--- src/rtl/afifo_rd_packer.sv ---
// rtl/afifo_rd_packer.sv - read-side FIFO drainer that packs DW-bit symbols LSB-first into PACK-symbol words
module afifo_rd_packer #(
  parameter int DW   = 3,
  parameter int PACK = 4,
  parameter int CW   = 3
) (
  input  logic                 clk,
  input  logic                 rst,
  input  logic                 empty,
  output logic                 ren,
  input  logic [DW-1:0]        din,
  input  logic                 flush,
  output logic                 out_valid,
  input  logic                 out_ready,
  output logic [DW*PACK-1:0]   out_data,
  output logic [CW-1:0]        out_cnt,
  output logic                 busy
);

  localparam int AW = $clog2(PACK + 1);

  typedef enum logic {FILL, DRAIN} state_t;

  state_t              r_state;
  state_t              w_state_nxt;
  logic [DW-1:0]       r_acc [PACK];
  logic [AW-1:0]       r_acc_cnt;
  logic                r_pend;
  logic [DW*PACK-1:0]  r_out_data;
  logic [CW-1:0]       r_out_cnt;
  logic                r_out_valid;

  logic                w_flush_req;
  logic                w_slot_free;
  logic                w_full;
  logic                w_xfer;
  logic                w_ren;
  logic [AW:0]         w_sum;
  logic [DW*PACK-1:0]  w_packed;

  assign w_flush_req = (r_state == DRAIN);
  assign w_slot_free = !r_out_valid || out_ready;
  assign w_full      = (r_acc_cnt == AW'(PACK));
  assign w_sum       = {1'b0, r_acc_cnt} + {{AW{1'b0}}, r_pend};
  assign w_xfer      = w_slot_free &&
                       (w_full || (w_flush_req && !r_pend && (r_acc_cnt != '0)));
  // A symbol in flight counts against the accumulator so capture never overruns it.
  assign w_ren       = !rst && !empty && !w_flush_req &&
                       (w_xfer || (w_sum < (AW + 1)'(PACK)));

  always_comb begin
    w_state_nxt = r_state;
    case (r_state)
      FILL:    if (flush) w_state_nxt = DRAIN;
      DRAIN:   if (w_xfer || ((r_acc_cnt == '0) && !r_pend)) w_state_nxt = FILL;
      default: w_state_nxt = FILL;
    endcase
  end

  always_comb begin
    w_packed = '0;
    for (int k = 0; k < PACK; k++) begin
      if (AW'(k) < r_acc_cnt) w_packed[k*DW +: DW] = r_acc[k];
    end
  end

  always_ff @(posedge clk or posedge rst) begin
    if (rst) begin
      r_state     <= FILL;
      r_pend      <= 1'b0;
      r_acc_cnt   <= '0;
      r_out_data  <= '0;
      r_out_cnt   <= '0;
      r_out_valid <= 1'b0;
      for (int k = 0; k < PACK; k++) r_acc[k] <= '0;
    end else begin
      r_state <= w_state_nxt;
      r_pend  <= w_ren;
      if (w_xfer) r_acc_cnt <= '0;
      else if (r_pend) r_acc_cnt <= r_acc_cnt + AW'(1);
      for (int k = 0; k < PACK; k++) begin
        if (r_pend && (r_acc_cnt == AW'(k))) r_acc[k] <= din;
      end
      if (w_xfer) begin
        r_out_data  <= w_packed;
        r_out_cnt   <= CW'(r_acc_cnt);
        r_out_valid <= 1'b1;
      end else if (out_ready) begin
        r_out_valid <= 1'b0;
      end
    end
  end

  assign ren       = w_ren;
  assign out_valid = r_out_valid;
  assign out_data  = r_out_data;
  assign out_cnt   = r_out_cnt;
  assign busy      = (r_acc_cnt != '0) || r_pend || w_flush_req;

endmodule

--- config.mk ---
export PLATFORM = sky130hd
export DESIGN_NAME = afifo_rd_packer
export DESIGN_NICKNAME = d
export VERILOG_FILES = /design/src/rtl/afifo_rd_packer.sv
export SDC_FILE = /design/constraint.sdc
export NUM_CORES = 1
export LEC_CHECK = 0
export ABC_AREA = 1
export BUFFER_PORTS_ARGS = -buffer_cell sky130_fd_sc_hd__buf_2
export CAP_MARGIN = 20
export CORE_ASPECT_RATIO = 0.5
export CORE_MARGIN = 2
export CORE_UTILIZATION = 45
export CTS_CLUSTER_SIZE = 20
export DETAILED_ROUTE_END_ITERATION = 10
export PLACE_DENSITY = 0.66
export SYNTH_ARGS = -nofsm -noshare
export SYNTH_HDL_FRONTEND = slang
export SYNTH_SLANG_ARGS = --single-unit
--- constraint.sdc ---
create_clock -name clk -period 2.1 [get_ports clk]
set_clock_uncertainty 0.05 [all_clocks]
set_input_delay 0.105 -clock clk [delete_from_list [all_inputs] [get_ports clk]]
set_output_delay 0.105 -clock clk [all_outputs]
set_load 0.005 [all_outputs]
==> impl_metrics.ini, run 1 <==
[run_status]
status = finished, final reports clean

[sta]
setup_tns_ns = 0
min_period_ns = 1.93
finalWorstSetupSlack_ns = 0.167
period_share_pct = 92.1
drv_slew = 0
setup_viol = 0
relSlewSlack_pct = 72.6
max_freq_mhz = 517
hold_viol = 0
rsz0062_at_grt = no
tightest_slew_ns = 0.412

[global_routing]
gr-max-usage-layer = met1
grtUsageMet1_pct = 27.2
grt_max_degree = 34
use_met3_pct = 6.40
antenna_found_initial = 0
grt_use_total_pct = 17.1
grt_pass1_wl_um = 4980
overflow = 0
grt_pass1_vias = 1034
gr-usage-met2_pct = 22.5

[die]
initial_core_util_pct = 49.0
fp.dieW_um = 86.4
io_pins = 26
die_area_um2 = 3910
core_area_um2 = 3120
chipHeight_um = 45.2
num_rows = 14

[placement]
place_ws_ns = 0.386
gp_congestion = 0.967
post-dp-hpwl_um = 2350
numPortBuffers = 25

[critical_path]
r2r-start = r_acc_cnt[0]
cp-start-kind = flip-flop
worstReg2RegEnd = out_cnt[0]
critical_path_class = reg -> out
critical_path.cell_chain = inv_1, ha_1, inv_1, nand2_1, nand3_2, a21oi_4, buf_2
worst-path-max-fanout = 11
reg2reg_slack_ns = 0.38
r2r_cells = 7
crit_path_top_delay_cell = dfrtp_1
cpPeakStageDelay_ns = 0.42
cp.required_ns = 1.95
arrival_ns = 1.78
endpoint_kind = output pin
cpMostUsedCell = inv_1

[cts]
cts_tree = done
cts_buffers = 5
cts_root_buffer = clkbuf_8
clk_pin_slew_worst_paths_ns = 0.07
cts_buffer_depth = 2
cts_max_level = 2
insertion_delay_ns = 0.27
cts_setup_buffers = 0
cts_sinks = 33

[synth]
synth_warnings = 0
postSynth.asyncResetShare_pct = 100
syn_nets = 189
synth-edff-count = 0
netlist-cell-type-count = 18
syn_inst = 178
synth_seq_cells = 33
seq_area_frac_synth_pct = 54.0
synth.avg_cell_area_um2 = 8.59
netlist_area_um2 = 1530
synthFlopType = dfrtp_1

[pwr]
switchingPower_uw = 962
powerDensity_nw_per_um2 = 1350
p_leak_uw = 0.00106
peakVddDrop_uv = 581
p_int_uw = 1470
pwr-share-clk_pct = 18.5
p_comb_share_pct = 38.7
switching_share_pct = 39.6
pwr-share-seq_pct = 42.8

[worst_hold_path]
hp-class = in -> reg
whs_path_depth = 4
hold_path_end = r_pend
worstHoldStart = empty

[finish]
num_antenna_cells = 0
final_nets = 223
syn2layout_area_growth_pct = 17.6
drive_gt1_share_pct = 21.1

[route]
vias = 1177
drc = 0
vias_per_cell = 4.65
drt_iter0_markers = 100
wl_um = 3120
first_pass_iters = 4
ant_nets = 0
wire_per_inst_um = 12.3

[flow_run]
drv_cap = 0
worst max-delay path by stage:
stage / start / to / slack (ns)
floorplan: r_acc_cnt[0] / out_cnt[2] / 0.65
global placement: r_acc_cnt[0] / out_cnt[0] / 0.43
detailed placement: r_acc_cnt[0] / r_state / 0.39
CTS: r_acc_cnt[0] / ren / 0.16
global route: r_acc_cnt[0] / ren / 0.0009
finish: r_acc_cnt[0] / ren / 0.17
power by group through the flow:
stage	Combinational, µW	Clock [µW]	Sequential, µW
3_3_place_gp	926	0	1040
5_1_grt	1070	488	1070
6_report	941	449	1040
3_5_place_dp	939	0	1050
4_1_cts	945	459	1040
2_1_floorplan	691	0	1040
placed cells by master (no fill, tap or decap):
| master | count |
|---|---|
| inv_2 | 2 |
| nand3_1 | 19 |
| o21ai_0 | 15 |
| nand2_2 | 1 |
| inv_1 | 23 |
| dlygate4sd3_1 | 2 |
| xor2_1 | 1 |
| a21oi_1 | 3 |
| ha_1 | 3 |
| dfrtp_1 | 33 |
| nor2_2 | 2 |
| clkinv_2 | 2 |
| nand2_4 | 1 |
| buf_4 | 4 |
| a21boi_0 | 3 |
| nand2_1 | 61 |
| clkbuf_8 | 5 |
| nor2_1 | 4 |
| nand3_2 | 1 |
| buf_2 | 25 |
| clkbuf_1 | 1 |
| a21oi_4 | 2 |
state kept, by name, summed over array words and instances (netlist names):
register	flops
out_cnt	3
out_data	12
out_valid	1
r_acc	12
r_acc_cnt	3
r_pend	1
r_state	1
worst max-delay path: cells and delay by family (launching register included):
family | cells | cell delay (ns)
and+or+nand+nor | 2 | 0.30
AOI/OAI and AO/OA | 1 | 0.19
buffers and inverters | 3 | 0.39
adders and majority gates | 1 | 0.20
DFF | 1 | 0.42
what timing repair did:
item,CTS,global route
hold buffers,2,0
endpoints found under the hold margin,34,0
resized for setup,0,0
stage by stage:
stage | hold WS [ns] | power (µW) | area [µm²] | instances | utilization [%]
2_1_floorplan | 0.172 | 1730 | 1530 | 178 | -
3_3_place_gp | 0.175 | 1970 | 1700 | 243 | 54.4
3_5_place_dp | 0.175 | 1990 | 1700 | 243 | 54.4
4_1_cts | 0.0514 | 2440 | 1800 | 253 | 57.7
5_1_grt | 0.0621 | 2630 | 1800 | 253 | 57.7
6_report | 0.0644 | 2430 | 1800 | 253 | 57.7
layer usage:
layer | wire [µm] | part of all wire, % | vias to the layer above
met3 | 256 | 8.2 | 2
met4 | 5 | 0.16 | 0
met5 | 0 | 0 | -
li1 | - | - | 627
met2 | 1180 | 38 | 40
met1 | 1680 | 54 | 508
cells by family (layout without fill, tap and decap cells):
kind of cell,after synthesis,count (layout),synth area share [%]
AND/OR/NAND/NOR,89,89,24.8
adder cells (fa/ha/maj),3,3,2.46
XOR/XNOR,1,1,0.573
flip-flops,33,33,54.0
buffers and inverters,29,64,8.67
AO/OA/AOI/OAI,23,23,9.49
layout make-up:
type,instances,area (µm²)
multi-input cells,116,571
clock buffers,6,72.6
inverters,25,93.8
repair buffers,31,175
fillers,294,1320
well taps,40,50.0
clock inverters,2,10.0
flip-flops and latches,33,826
cells in the mapped netlist, types with 3 or more instances:
library cell | instances | area (µm²)
dfrtp_1 | 33 | 826
a21boi_0 | 3 | 22.5
a21oi_1 | 3 | 15.0
inv_1 | 23 | 86.3
nand3_1 | 19 | 95.1
o21ai_0 | 15 | 75.1
ha_1 | 3 | 37.5
buf_6 | 3 | 33.8
nand2_1 | 61 | 229
nor2_1 | 4 | 15.0
Note: power is estimated with default switching activity, not from simulation.
==> inputs of run 2 (changes only) <==
- clock period: 2.1 -> 2.4 ns (I/O delays scaled with it)
==> impl_metrics.ini, run 2 (synthesis results as in run 1) <==
[critical_path]
worst-path-max-fanout = 21
cp.required_ns = 2.23
reg2reg_slack_ns = 0.62
endpoint_kind = output pin
startpoint = r_acc_cnt[0]
cp_top_family = simple AND/OR/NAND/NOR gates
crit_path_top_delay_cell = dfrtp_1
critical_path.cell_chain = inv_1, ha_1, inv_1, nand2_1, nand3_2, a21oi_4, buf_2
cpMostUsedCell = inv_1
r2r-start = r_acc_cnt[0]
crit_path_end = ren
worstReg2RegEnd = r_state
critical_path_class = reg -> out
crit_buf_inv = 3
r2r_cells = 7
arrival_ns = 2.02
path_depth = 7
cp-start-kind = flip-flop
cpPeakStageDelay_ns = 0.42

[sta]
tightest_slew_ns = 0.461
holdWs_ns = 0.0553
hold_viol = 0
setup_viol = 0
setup_tns_ns = 0
drv_slew = 0
rsz0062_at_grt = no
period_share_pct = 91.4
min_period_ns = 2.19
relSlewSlack_pct = 69.3
max_freq_mhz = 456

[global_routing]
overflow = 0
antenna_found_initial = 0
grt_use_total_pct = 18.2
grt_pass1_wl_um = 5100
grt_pass1_vias = 1033
grt_max_degree = 34

[finish]
syn2layout_area_growth_pct = 16.6
num_antenna_cells = 0
final_cell_mix = 61 x nand2_1, 33 x dfrtp_1, 25 x buf_2
final_common_cell = nand2_1
drive_gt1_share_pct = 20.4
final_nets = 221

[die]
num_rows = 14
io_pins = 26
core_area_um2 = 3120
die_area_um2 = 3910
chipHeight_um = 45.2
initial_core_util_pct = 49.0
fp.dieW_um = 86.4

[pwr]
p_leak_uw = 0.00105
pwr-share-clk_pct = 18.9
pwr-share-seq_pct = 43.8
peakVddDrop_uv = 504
powerDensity_nw_per_um2 = 1180
switchingPower_uw = 837
p_comb_share_pct = 37.4
switching_share_pct = 39.8
p_int_uw = 1270

[cts]
cts_max_level = 2
cts_tree = done
cts_root_buffer = clkbuf_8
cts_setup_buffers = 0
insertion_delay_ns = 0.28
cts_buffer_depth = 2
cts_sinks = 33
clk_pin_slew_worst_paths_ns = 0.07
cts_buffers = 5

[route]
drc = 0
wire_per_inst_um = 12.4
vias_per_cell = 4.74
wl_um = 3100
vias = 1189
first_pass_iters = 4
drt_iter0_markers = 153
ant_nets = 0

[worst_hold_path]
hp-class = in -> reg

[run_status]
status = finished, final reports clean

[flow_run]
drv_cap = 0

[placement]
gp_congestion = 0.960
numPortBuffers = 25
post-dp-hpwl_um = 2220
-- run 2: worst min-delay path by stage --
| stage | depth (start not counted) | start | to | slack [ns] |
|---|---|---|---|---|
| after floorplan | 2 | flush | r_state | 0.19 |
| after global placement | 3 | rst | r_acc[11] | 0.19 |
| after detailed placement | 3 | rst | r_acc[11] | 0.19 |
| after CTS | 4 | empty | r_pend | 0.04 |
| after global routing | 4 | empty | r_pend | 0.06 |
| final | 4 | empty | r_pend | 0.06 |
-- run 2: power groups by stage --
stage | Sequential, µW | Clock, µW | Combinational [µW]
after floorplan | 909 | 0 | 604
after global placement | 923 | 0 | 768
after detailed placement | 928 | 0 | 784
after CTS | 920 | 413 | 789
after global routing | 954 | 441 | 906
final | 920 | 397 | 785
-- run 2: cell type report --
cell class	instances	area (µm²)
clock inverter	2	10.0
tap	40	50.0
clock buffer	6	72.6
timing repair buffer	29	160
multi-input combinational	116	571
inverter	25	93.8
fill	295	1340
sequential	33	826
-- run 2: what timing repair did --
item,4_1_cts,5_1_grt
hold buffers,2,0
resized for setup,0,0
endpoints found under the hold margin,34,0
-- run 2: worst reg2reg max path, stage by stage, from the launching register on --
cell and delay, ns:
dfrtp_1 0.42, inv_1 0.18, ha_1 0.21, inv_1 0.10
nand2_1 0.09, nand3_2 0.36, nand2_1 0.19, nand2_1 0.06
-- run 2: layer usage --
metal	GRT usage [%]	share of wire, %	wire length [µm]	vias up
met3	6.22	7.2	224	6
met2	21.2	36	1130	41
met5	0	0	0	-
met4	7.50	1.5	45	0
li1	-	-	-	619
met1	29.3	55	1700	523
-- run 2: per-stage QoR --
stage	std cells	power, µW	worst slack (ns)	instance area, µm²	util (%)
floorplan	178	1510	0.950	1530	-
global placement	241	1690	0.603	1680	53.9
detailed placement	241	1710	0.541	1680	53.9
CTS	251	2120	0.214	1780	57.2
global route	251	2300	0.0588	1780	57.2
finish	251	2100	0.206	1780	57.2
==> inputs of run 3 (changes only) <==
- ABC_AREA: 1 -> unset
==> impl_metrics.ini, run 3 <==
[synth]
netlist-cell-type-count = 30
synth_warnings = 0
synth_seq_cells = 33
netlist_top_cells_area = dfrtp_1 54%, mux2i_1 8.6%, mux2_2 6.7%, mux2_4 5.9%, inv_1 4.2%
syn_nets = 135
synth_area_leader_cell = dfrtp_1
synth_common_cells = 33 x dfrtp_1, 17 x inv_1, 13 x mux2i_1, 13 x nand2_1, 9 x mux2_2
syn_inst = 124
synth-edff-count = 0
synth.avg_cell_area_um2 = 12.3
netlist_area_um2 = 1520
postSynth.asyncResetShare_pct = 100
seq_area_frac_synth_pct = 54.3
synth_top_area_share_pct = 54.3
synth.most_common_cell = dfrtp_1
synthFlopType = dfrtp_1

[worst_hold_path]
whs_path_depth = 3
hp-class = in -> reg
hold_path_end = r_state
worstHoldStart = flush

[critical_path]
arrival_ns = 2.05
cp-start-kind = flip-flop
r2r_cells = 5
critical_path_class = reg -> out
cp.required_ns = 2.23
endpoint_kind = output pin
worst-path-max-fanout = 20
worstReg2RegEnd = out_cnt[0]
reg2reg_slack_ns = 0.42
r2r-start = r_acc_cnt[1]

[finish]
final_cell_mix = 33 x dfrtp_1, 25 x buf_2, 17 x inv_1
num_antenna_cells = 0
syn2layout_area_growth_pct = 16.7
fin_cells = 193
drive_gt1_share_pct = 34.0
final_nets = 163
final_common_cell = dfrtp_1

[placement]
post-dp-hpwl_um = 1820
gp_congestion = 0.681
numPortBuffers = 25
dp_cells = 184

[cts]
cts_setup_buffers = 0
cts_tree = done
insertion_delay_ns = 0.28
clk_pin_slew_worst_paths_ns = 0.07
cts_buffer_depth = 2
cts_buffers = 5
cts_sinks = 33
cts_max_level = 2
cts_root_buffer = clkbuf_8

[sta]
period_share_pct = 92.6
tightest_slew_ns = 0.467
hold_viol = 0
setup_tns_ns = 0
relSlewSlack_pct = 68.9
max_freq_mhz = 450
setup_viol = 0
rsz0062_at_grt = no
drv_slew = 0
holdWs_ns = 0.0310
min_period_ns = 2.22

[global_routing]
grt_pass1_wl_um = 4310
antenna_found_initial = 0
overflow = 0
grt_use_total_pct = 15.3
grt_max_degree = 34
grt_pass1_vias = 926

[route]
wl_um = 2590
drc = 0
wire_per_inst_um = 13.4
first_pass_iters = 3
vias_per_cell = 4.73
drt_iter0_markers = 22
vias = 913
ant_nets = 0

[die]
core_area_um2 = 3120
die_area_um2 = 3890
chipHeight_um = 45.1
io_pins = 26
num_rows = 14
fp.dieW_um = 86.2
initial_core_util_pct = 48.8

[pwr]
peakVddDrop_uv = 502
powerDensity_nw_per_um2 = 1310
finalPower_uw = 2330
p_leak_uw = 0.000871

[flow_run]
drv_cap = 0

[run_status]
status = finished, final reports clean
## run 3: changes by cell type after synthesis, moves of 3 or more
cell / delta
a21boi_0: -3
a21oi_1: -3
inv_1: -6
mux2_2: +9
mux2_4: +6
mux2i_1: +13
nand2_1: -48
nand3_1: -18
o21ai_0: -12
## run 3: metrics by stage
| step | util [%] | worst slack, ns | area [µm²] |
|---|---|---|---|
| 3_5_place_dp | 52.8 | 0.425 | 1650 |
| 6_report | 56.9 | 0.177 | 1770 |
| 2_1_floorplan | - | 0.525 | 1520 |
| 3_3_place_gp | 52.8 | 0.499 | 1650 |
| 4_1_cts | 56.9 | 0.156 | 1770 |
| 5_1_grt | 56.9 | 0.0331 | 1770 |
## run 3: routing by layer
| metal | global-route usage (%) | vias up | share of wire (%) |
|---|---|---|---|
| met5 | 0 | - | 0 |
| met4 | 5.63 | 0 | 0 |
| met3 | 4.94 | 0 | 4.7 |
| met2 | 21.7 | 18 | 40 |
| met1 | 22.1 | 436 | 56 |
| li1 | - | 459 | - |
## run 3: timing repair
action                    in CTS  in global routing
hold buffers                   1                  0
resized for setup              0                  0
hold endpoints to repair      33                  0
## run 3: cell families after synthesis
| logic type | Yosys count | share of synthesized area, % |
|---|---|---|
| AOI/OAI and AO/OA | 9 | 4.28 |
| xor gates and xnor gates | 2 | 1.15 |
| adders and majority gates | 3 | 2.47 |
| buffers and inverters | 23 | 7.82 |
| DFF | 33 | 54.3 |
| muxes | 28 | 21.2 |
| and+or+nand+nor | 26 | 8.81 |
## run 3: layout make-up
cell class | count | area (µm²)
Fill cell | 273 | 1340
Sequential cell | 33 | 826
Multi-Input combinational cell | 68 | 576
Timing Repair Buffer | 27 | 143
Clock buffer | 7 | 86.3
Inverter | 17 | 63.8
Tap cell | 40 | 50.0
Clock inverter | 1 | 30.0
## run 3: worst max-delay path by stage
stage                       from          to  slack [ns]  cells past startpoint
global route        r_acc_cnt[1]         ren        0.03                      6
detailed placement  r_acc_cnt[1]  out_cnt[0]        0.43                      5
global placement    r_acc_cnt[1]  out_cnt[0]        0.50                      5
finish              r_acc_cnt[1]         ren        0.18                      6
floorplan           r_acc_cnt[0]  out_cnt[0]        0.53                      7
CTS                 r_acc_cnt[1]         ren        0.16                      6
## run 3: report_power, final
group          switching (µW)  internal (µW)  total (µW)
clock                     193            338         531
sequential                187            796         983
combinational             369            444         812
total                     748           1580        2330
## run 3: worst max-delay path, cell delays in order, from the launching register on
cell and delay [ns]:
dfrtp_1 0.53, inv_1 0.11, ha_1 0.24, nor3b_2 0.22, o21a_4 0.37, o21a_1 0.19
buf_2 0.11
